$ cat src/rtl/quad_mux_sequencer.sv
`default_nettype none
// ============================================================================
// Module      : quad_mux_sequencer
// Description : Steers a downstream quad 2-to-1 mux through A/B selection runs
//               from two registered operand nibbles.
// Revision    : 1.0 - initial release
// ============================================================================
module quad_mux_sequencer #(
    parameter int DWELL  = 2,
    parameter int REPEAT = 3
) (
    input  logic       CLK,
    input  logic       RST,
    input  logic       LOAD,
    input  logic [3:0] DA,
    input  logic [3:0] DB,
    input  logic       START,
    input  logic       ABORT,
    output logic       A0,
    output logic       A1,
    output logic       A2,
    output logic       A3,
    output logic       B0,
    output logic       B1,
    output logic       B2,
    output logic       B3,
    output logic       S,
    output logic       E,
    output logic       BUSY,
    output logic       DONE
);

    localparam logic [3:0] c_DWELL_M1  = 4'(DWELL - 1);
    localparam logic [3:0] c_REPEAT_M1 = 4'(REPEAT - 1);

    typedef enum logic [1:0] {
        c_IDLE  = 2'd0,
        c_SEL_A = 2'd1,
        c_SEL_B = 2'd2
    } state_t;

    state_t     r_state_q, w_state_d;
    logic [3:0] r_dwell_q, w_dwell_d;
    logic [3:0] r_pair_q,  w_pair_d;
    logic [3:0] r_opa_q,   w_opa_d;
    logic [3:0] r_opb_q,   w_opb_d;
    logic       r_e_q,     w_e_d;
    logic       r_s_q,     w_s_d;
    logic       r_busy_q,  w_busy_d;
    logic       r_done_q,  w_done_d;

    always_comb begin
        w_state_d = r_state_q;
        w_dwell_d = r_dwell_q;
        w_pair_d  = r_pair_q;
        w_opa_d   = r_opa_q;
        w_opb_d   = r_opb_q;
        w_done_d  = 1'b0;

        case (r_state_q)
            c_IDLE: begin
                w_dwell_d = 4'd0;
                w_pair_d  = 4'd0;
                if (LOAD) begin
                    w_opa_d = DA;
                    w_opb_d = DB;
                end
                if (START && !ABORT) begin
                    w_state_d = c_SEL_A;
                    w_dwell_d = c_DWELL_M1;
                    w_pair_d  = c_REPEAT_M1;
                end
            end
            c_SEL_A: begin
                if (ABORT) begin
                    w_state_d = c_IDLE;
                    w_dwell_d = 4'd0;
                    w_pair_d  = 4'd0;
                end else if (r_dwell_q == 4'd0) begin
                    w_state_d = c_SEL_B;
                    w_dwell_d = c_DWELL_M1;
                end else begin
                    w_dwell_d = r_dwell_q - 4'd1;
                end
            end
            c_SEL_B: begin
                // ABORT is tested first so it suppresses a coincident end-of-run DONE
                if (ABORT) begin
                    w_state_d = c_IDLE;
                    w_dwell_d = 4'd0;
                    w_pair_d  = 4'd0;
                end else if (r_dwell_q == 4'd0) begin
                    if (r_pair_q == 4'd0) begin
                        w_state_d = c_IDLE;
                        w_done_d  = 1'b1;
                    end else begin
                        w_state_d = c_SEL_A;
                        w_pair_d  = r_pair_q - 4'd1;
                        w_dwell_d = c_DWELL_M1;
                    end
                end else begin
                    w_dwell_d = r_dwell_q - 4'd1;
                end
            end
            default: begin
                w_state_d = c_IDLE;
                w_dwell_d = 4'd0;
                w_pair_d  = 4'd0;
            end
        endcase

        // Mux controls are decoded from the next state so they leave flops directly
        w_e_d    = (w_state_d == c_IDLE);
        w_s_d    = (w_state_d == c_SEL_B);
        w_busy_d = (w_state_d != c_IDLE);
    end

    always_ff @(posedge CLK) begin
        if (RST) begin
            r_state_q <= c_IDLE;
            r_dwell_q <= 4'd0;
            r_pair_q  <= 4'd0;
            r_opa_q   <= 4'd0;
            r_opb_q   <= 4'd0;
            r_e_q     <= 1'b1;
            r_s_q     <= 1'b0;
            r_busy_q  <= 1'b0;
            r_done_q  <= 1'b0;
        end else begin
            r_state_q <= w_state_d;
            r_dwell_q <= w_dwell_d;
            r_pair_q  <= w_pair_d;
            r_opa_q   <= w_opa_d;
            r_opb_q   <= w_opb_d;
            r_e_q     <= w_e_d;
            r_s_q     <= w_s_d;
            r_busy_q  <= w_busy_d;
            r_done_q  <= w_done_d;
        end
    end

    assign {A3, A2, A1, A0} = r_opa_q;
    assign {B3, B2, B1, B0} = r_opb_q;
    assign S    = r_s_q;
    assign E    = r_e_q;
    assign BUSY = r_busy_q;
    assign DONE = r_done_q;

endmodule
`default_nettype wire
$ cat config.mk
export PLATFORM = sky130hd
export DESIGN_NAME = quad_mux_sequencer
export DESIGN_NICKNAME = d
export VERILOG_FILES = /design/src/rtl/quad_mux_sequencer.sv
export SDC_FILE = /design/constraint.sdc
export NUM_CORES = 1
export LEC_CHECK = 0
export ABC_AREA = 1
export BUFFER_PORTS_ARGS = -buffer_cell sky130_fd_sc_hd__buf_2
export CORE_ASPECT_RATIO = 1.1
export CORE_UTILIZATION = 53
export CTS_CLUSTER_SIZE = 20
export DETAILED_ROUTE_END_ITERATION = 8
export GPL_ROUTABILITY_DRIVEN = 0
export PLACE_DENSITY = 0.89
export RECOVER_POWER = 50
export SYNTH_ARGS = -nofsm -noshare
export SYNTH_HDL_FRONTEND = slang
export SYNTH_SLANG_ARGS = --single-unit
$ cat constraint.sdc
create_clock -name CLK -period 1.8 [get_ports CLK]
set_input_delay 0.09 -clock CLK [delete_from_list [all_inputs] [get_ports CLK]]
set_output_delay 0.09 -clock CLK [all_outputs]
set_load 0.005 [all_outputs]
Word-level counts from Yosys, hierarchy flattened

Index checks and enable logic that the tools add are counted.

Output and inout bits: 12
Logic and storage cells: 51
Bits in registers: 22

Bitwise gates (word level): 2
Equality and inequality tests: 7
$add $sub $neg: 2
Reductions and logical operators: 10
Mux-type cells: 21

Operators with widths:

| cell                  | count |
|---|---|
| $mux W4               | 9 |
| $pmux W4 S3           | 2 |
| $mux W2               | 6 |
| $logic_not A4 Y1      | 2 |
| $sub A4 B1 Y4 const B | 2 |
| $ne A3 B3 Y1 const B  | 2 |
| $pmux W2 S3           | 1 |
| $eq A2 B2 Y1 const B  | 2 |
| $logic_not A2 Y1      | 2 |
| $ne A4 B4 Y1 const B  | 1 |
| $reduce_or A4 Y1      | 1 |
| $mux W1               | 3 |
| $reduce_and A3 Y1     | 1 |
| $eq A2 B1 Y1 const B  | 1 |
| $ne A2 B2 Y1 const B  | 1 |
| $not A1 Y1            | 2 |
| $reduce_and A2 Y1     | 1 |
| $reduce_bool A2 Y1    | 1 |
| $logic_and A1 B1 Y1   | 1 |
| $logic_not A1 Y1      | 1 |

Longest topological paths before layout

Depth after elaboration: 6
Mapped depth: 10

Worst setup path before layout

No wires, ideal clock.

Kind: register to register
From: register r_state_q[1]
To: register r_pair_q[1]
Data required time: 1.687 ns
Path buffers: 0
Cell stages (with the launch flop): 9
Setup slack: 0.533 ns
Period minus slack after synthesis: 1.267 ns
Arrival time: 1.154 ns
Cells stage by stage: dfxtp_1 inv_1 ha_1 nand2_2 nand3_2 nand2_2 nand2_2 o21ai_1 nor2_1

Cells in the longest elaborated chain, start to end: 3
Elaborated cells between the ends (all ways): 8
Those cells by class: eq/ne: 5; mux: 1; reduce/logical: 2

Ends and longest elaborated chain:

| element                                                | RTL line | source |
|---|---|---|
| start: declaration                                     | 42       | `state_t r_state_q, w_state_d;` |
| start signal: assignment                               | 120      | `r_state_q <= c_IDLE;` |
| start signal: assignment                               | 130      | `r_state_q <= w_state_d;` |
| $eq A2 B2 Y1 or $eq A2 B1 Y1 (tied branches)           | 60       | `case (r_state_q)` |
| $ne A3 B3 Y1 (no line) or $ne A2 B2 Y1 (tied branches) | --       |  |
| $reduce_and A3 Y1 (no line)                            | --       |  |
| end signal: assignment                                 | 132      | `r_pair_q <= w_pair_d;` |
| end: declaration                                       | 44       | `logic [3:0] r_pair_q, w_pair_d;` |

Several ways; a longest one is shown, not always the timed one.
A chain may end at the register's enable or synchronous reset.

Worst setup path in the final report

From: register r_dwell_q[0]
To: register r_busy_q, in the netlist BUSY

Cells in the longest elaborated chain, start to end: 5
Elaborated cells between the ends (all ways): 7
Those cells by class: mux: 5; reduce/logical: 2

Ends and longest elaborated chain:

| element                    | RTL line | source |
|---|---|---|
| start: declaration         | 43       | `logic [3:0] r_dwell_q, w_dwell_d;` |
| start signal: assignment   | 131      | `r_dwell_q <= w_dwell_d;` |
| $logic_not A4 Y1 *         | 79, 92   |  |
| $mux W2 (on tied branches) | 92, 79   |  |
| $mux W2 (on tied branches) | 88, 75   |  |
| $pmux W2 S3 *              | 60       |  |
| $reduce_bool A2 Y1 *       | 115      | `w_busy_d = (w_state_d != c_IDLE);` |
| end signal: assignment     | 137      | `r_busy_q <= w_busy_d;` |
| end: declaration           | 49       | `logic r_busy_q, w_busy_d;` |

Mark *: on every way between the ends. The rest lies on a longest branch, timed or not.

==> impl_metrics.tcl <==
set metrics [dict create \
    nets 200 \
    layout-drive-gt1-share 0.266 \
    arrival_ns 1.73 \
    path_depth 8 \
    finClkSkew_ns 0.000877 \
    vias 1004 \
    p_per_area_mw_per_mm2 742 \
    fmax_mhz 654 \
    rsz0062_at_grt "false" \
    synth_top_cell_area_share 0.374 \
    min_path_cells 2 \
    hold_buffers 0 \
    fin_crit_ns 1.53 \
    synthToLayoutAreaGrowth_pct 12.3 \
    cpPeakStageDelay_ns 0.36 \
    fin_util 0.647 \
    crit_path_end_kind "flip-flop" \
    io_buffer_count 24 \
    leakage_nw 0.685 \
    timing.critical_path.buf_inv 1 \
    timing.rr.start "r_dwell_q[0]" \
    start_util 0.576 \
    ys_seq_elements 22 \
    hold_path_end "r_pair_q[2]" \
    synthTopCellsByArea "dfxtp_1, ha_1, nor2_1, nand2_1, inv_1" \
    core.rowCount 17 \
    hpwlAfterDp_mm 1.73 \
    met3_usage 0.0530 \
    use_met2 0.340 \
    worst-r2r-setup-slack_ns 0.27 \
    cp_slowest_cell "dfxtp_1" \
    worstReg2RegEnd "BUSY" \
    htreeDepth 1 \
    grtUsageTotal 0.190 \
    fin_crit_sh 0.850 \
    post_dp_cell_area_mm2 0.00133 \
    crit_chain "inv_1 -> ha_1 -> nand2_1 -> nand2_1 -> nand3_2 -> nand3_2 -> nand2_1 -> nand2_1" \
    syn-num-nets 172 \
    routed_wl_mm 2.13 \
    vdd.ir_drop.worst_mv 0.678 \
    slew_headroom 0.777 \
    die_area_mm2 0.00241 \
    fp.dieW_um 46.9 \
    io_pins 25 \
    path_max_fanout 6 \
    postSynthCellCount 151 \
    power_mw 0.980 \
    postRouteAntennaNets 0 \
    die_height_um 51.4 \
    required_ns 2.00 \
    drc 0 \
    fill_cells 183 \
    clk_latency_ns 0.30 \
    grt_pass1_vias 889 \
    cts_buffer_depth 2 \
    hold_viol 0 \
    setup_tns_ns 0 \
    grt_start_max_net_pins 12 \
    drtIter0Drc 21 \
    syn_avg_cell_area_um2 7.79 \
    cts_root_buf "clkbuf_4" \
    core_area_mm2 0.00204 \
    synth-seq-area-share 0.374 \
    cts.sinks 22 \
    cap_viol_max_count 0 \
    gr-total-overflow 0 \
    num_antenna_cells 0 \
    criticalPathCategory "flip-flop to flip-flop" \
    cpLargestDelayFamily "simple AND/OR/NAND/NOR gates" \
    slew_viol_final 0 \
    worstMarginPinSlew_ns 0.332 \
    post_drt_wl_per_cell_um 10.4 \
    numCtsBuffers 3 \
    cts_tree "done" \
    viasPerCell 4.90 \
    cp-start-kind "flip-flop" \
    setup_violations 0 \
    netlist_area_mm2 0.00118 \
    grt_first_pass_wirelength_mm 3.35 \
    grt_use_met1 0.206 \
    hold_class "input port to flip-flop" \
    status "completed" \
    worstHoldStart "RST" \
    final_cell_area_mm2 0.00132 \
    crit_top_cell "nand2_1" \
    ctsResizeCount 0 \
    synth_largest_area_cell "dfxtp_1" \
    dr.pass1.iters 4 \
    clkTransAtPathRegs_ns 0.11 \
    grt_antenna_before_repair 0 \
    ff2ff_path_depth 8 \
    yosysWarnings 0 \
    cts_setup_buffers 0 \
    synth_cell_types 25 \
    busiest_layer "met2" \
]
==> synth_stat cells, drive strengths merged <==
cell type / instances
nand2: 35
buf: 1
clkinv: 1
a21oi: 3
dfxtp: 22
nand4: 3
nand3: 11
xor2: 1
xnor2: 1
inv: 20
nor3: 1
nor2: 31
o21ai: 12
o22ai: 1
ha: 8
==> where the power goes <==
group | total (mW) | switching [mW] | internal (mW)
clock | 0.210 | 0.132 | 0.0780
combinational | 0.228 | 0.139 | 0.0888
sequential | 0.542 | 0.0195 | 0.523
==> cell usage in the layout, fill, tap and decap left out <==
cell / instances
nor2_1: 25
nand2_1: 24
dfxtp_1: 22
inv_1: 17
buf_2: 16
o21ai_0: 10
nand2_2: 9
ha_1: 8
clkbuf_1: 8
nand3_1: 6
nand3_2: 5
nor2_4: 4
nand4_1: 3
clkbuf_4: 3
nand2_4: 2
inv_2: 2
a21oi_1: 2
nor2_2: 2
inv_4: 1
a21oi_2: 1
o21ai_1: 1
xor2_1: 1
nor3_1: 1
o21ai_2: 1
clkinv_2: 1
o22ai_1: 1
xnor2_1: 1
==> stage by stage <==
step	cells	hold WS (ns)	setup WS [ns]
after CTS	205	0.0108	0.346
after detailed placement	202	0.335	0.366
after global placement	202	0.328	0.430
after floorplan	151	0.159	0.533
final	205	0.0148	0.270
after global routing	205	0.00270	0.187
==> kinds of logic after synthesis <==
group                    after synthesis  share of synthesized area
AO/OA/AOI/OAI                         16                     0.0755
XOR/XNOR                               2                     0.0149
adder cells (fa/ha/maj)                8                     0.0851
buffers and inverters                 22                     0.0745
flip-flops                            22                      0.374
AND/OR/NAND/NOR                       81                      0.376
==> worst register-to-register path, stage by stage (launching register included) <==
cell and delay (ns):
dfxtp_1 0.36, inv_1 0.09, ha_1 0.25, nand2_1 0.26
nand2_1 0.13, nand3_2 0.09, nand3_2 0.08, nand2_1 0.12
nand2_1 0.06
==> routing by layer <==
metal | vias up | part of all wire
li1 | 525 | -
met1 | 443 | 0.43
met2 | 34 | 0.51
met3 | 2 | 0.060
met4 | 0 | 0.0089
met5 | - | 0
==> final cells by class <==
cell class / instances / area [um^2] / share of cell area
Multi-Input combinational cell: 107 / 631 / 0.477
Sequential cell: 22 / 440 / 0.333
Timing Repair Buffer: 24 / 110 / 0.0833
Inverter: 21 / 82.6 / 0.0625
Tap cell: 28 / 35.0 / 0.0265
Clock buffer: 3 / 22.5 / 0.0170
==> sequential cells by signal (all words and copies together), names as in the netlist <==
name and count:
E 1, r_dwell_q 4, DONE 1, r_opa_q 4, BUSY 1, S 1
r_pair_q 4, r_state_q 2, r_opb_q 4
==> worst max-delay path by stage <==
stage	from	endpoint	slack, ns
final	r_dwell_q[0]	BUSY	0.27
after global routing	r_dwell_q[0]	BUSY	0.19
after CTS	r_state_q[1]	r_pair_q[1]	0.35
after detailed placement	r_state_q[1]	r_pair_q[1]	0.37
after global placement	r_state_q[1]	r_pair_q[1]	0.43
after floorplan	r_state_q[1]	r_pair_q[1]	0.53
Power figures use the tool's default switching activity.
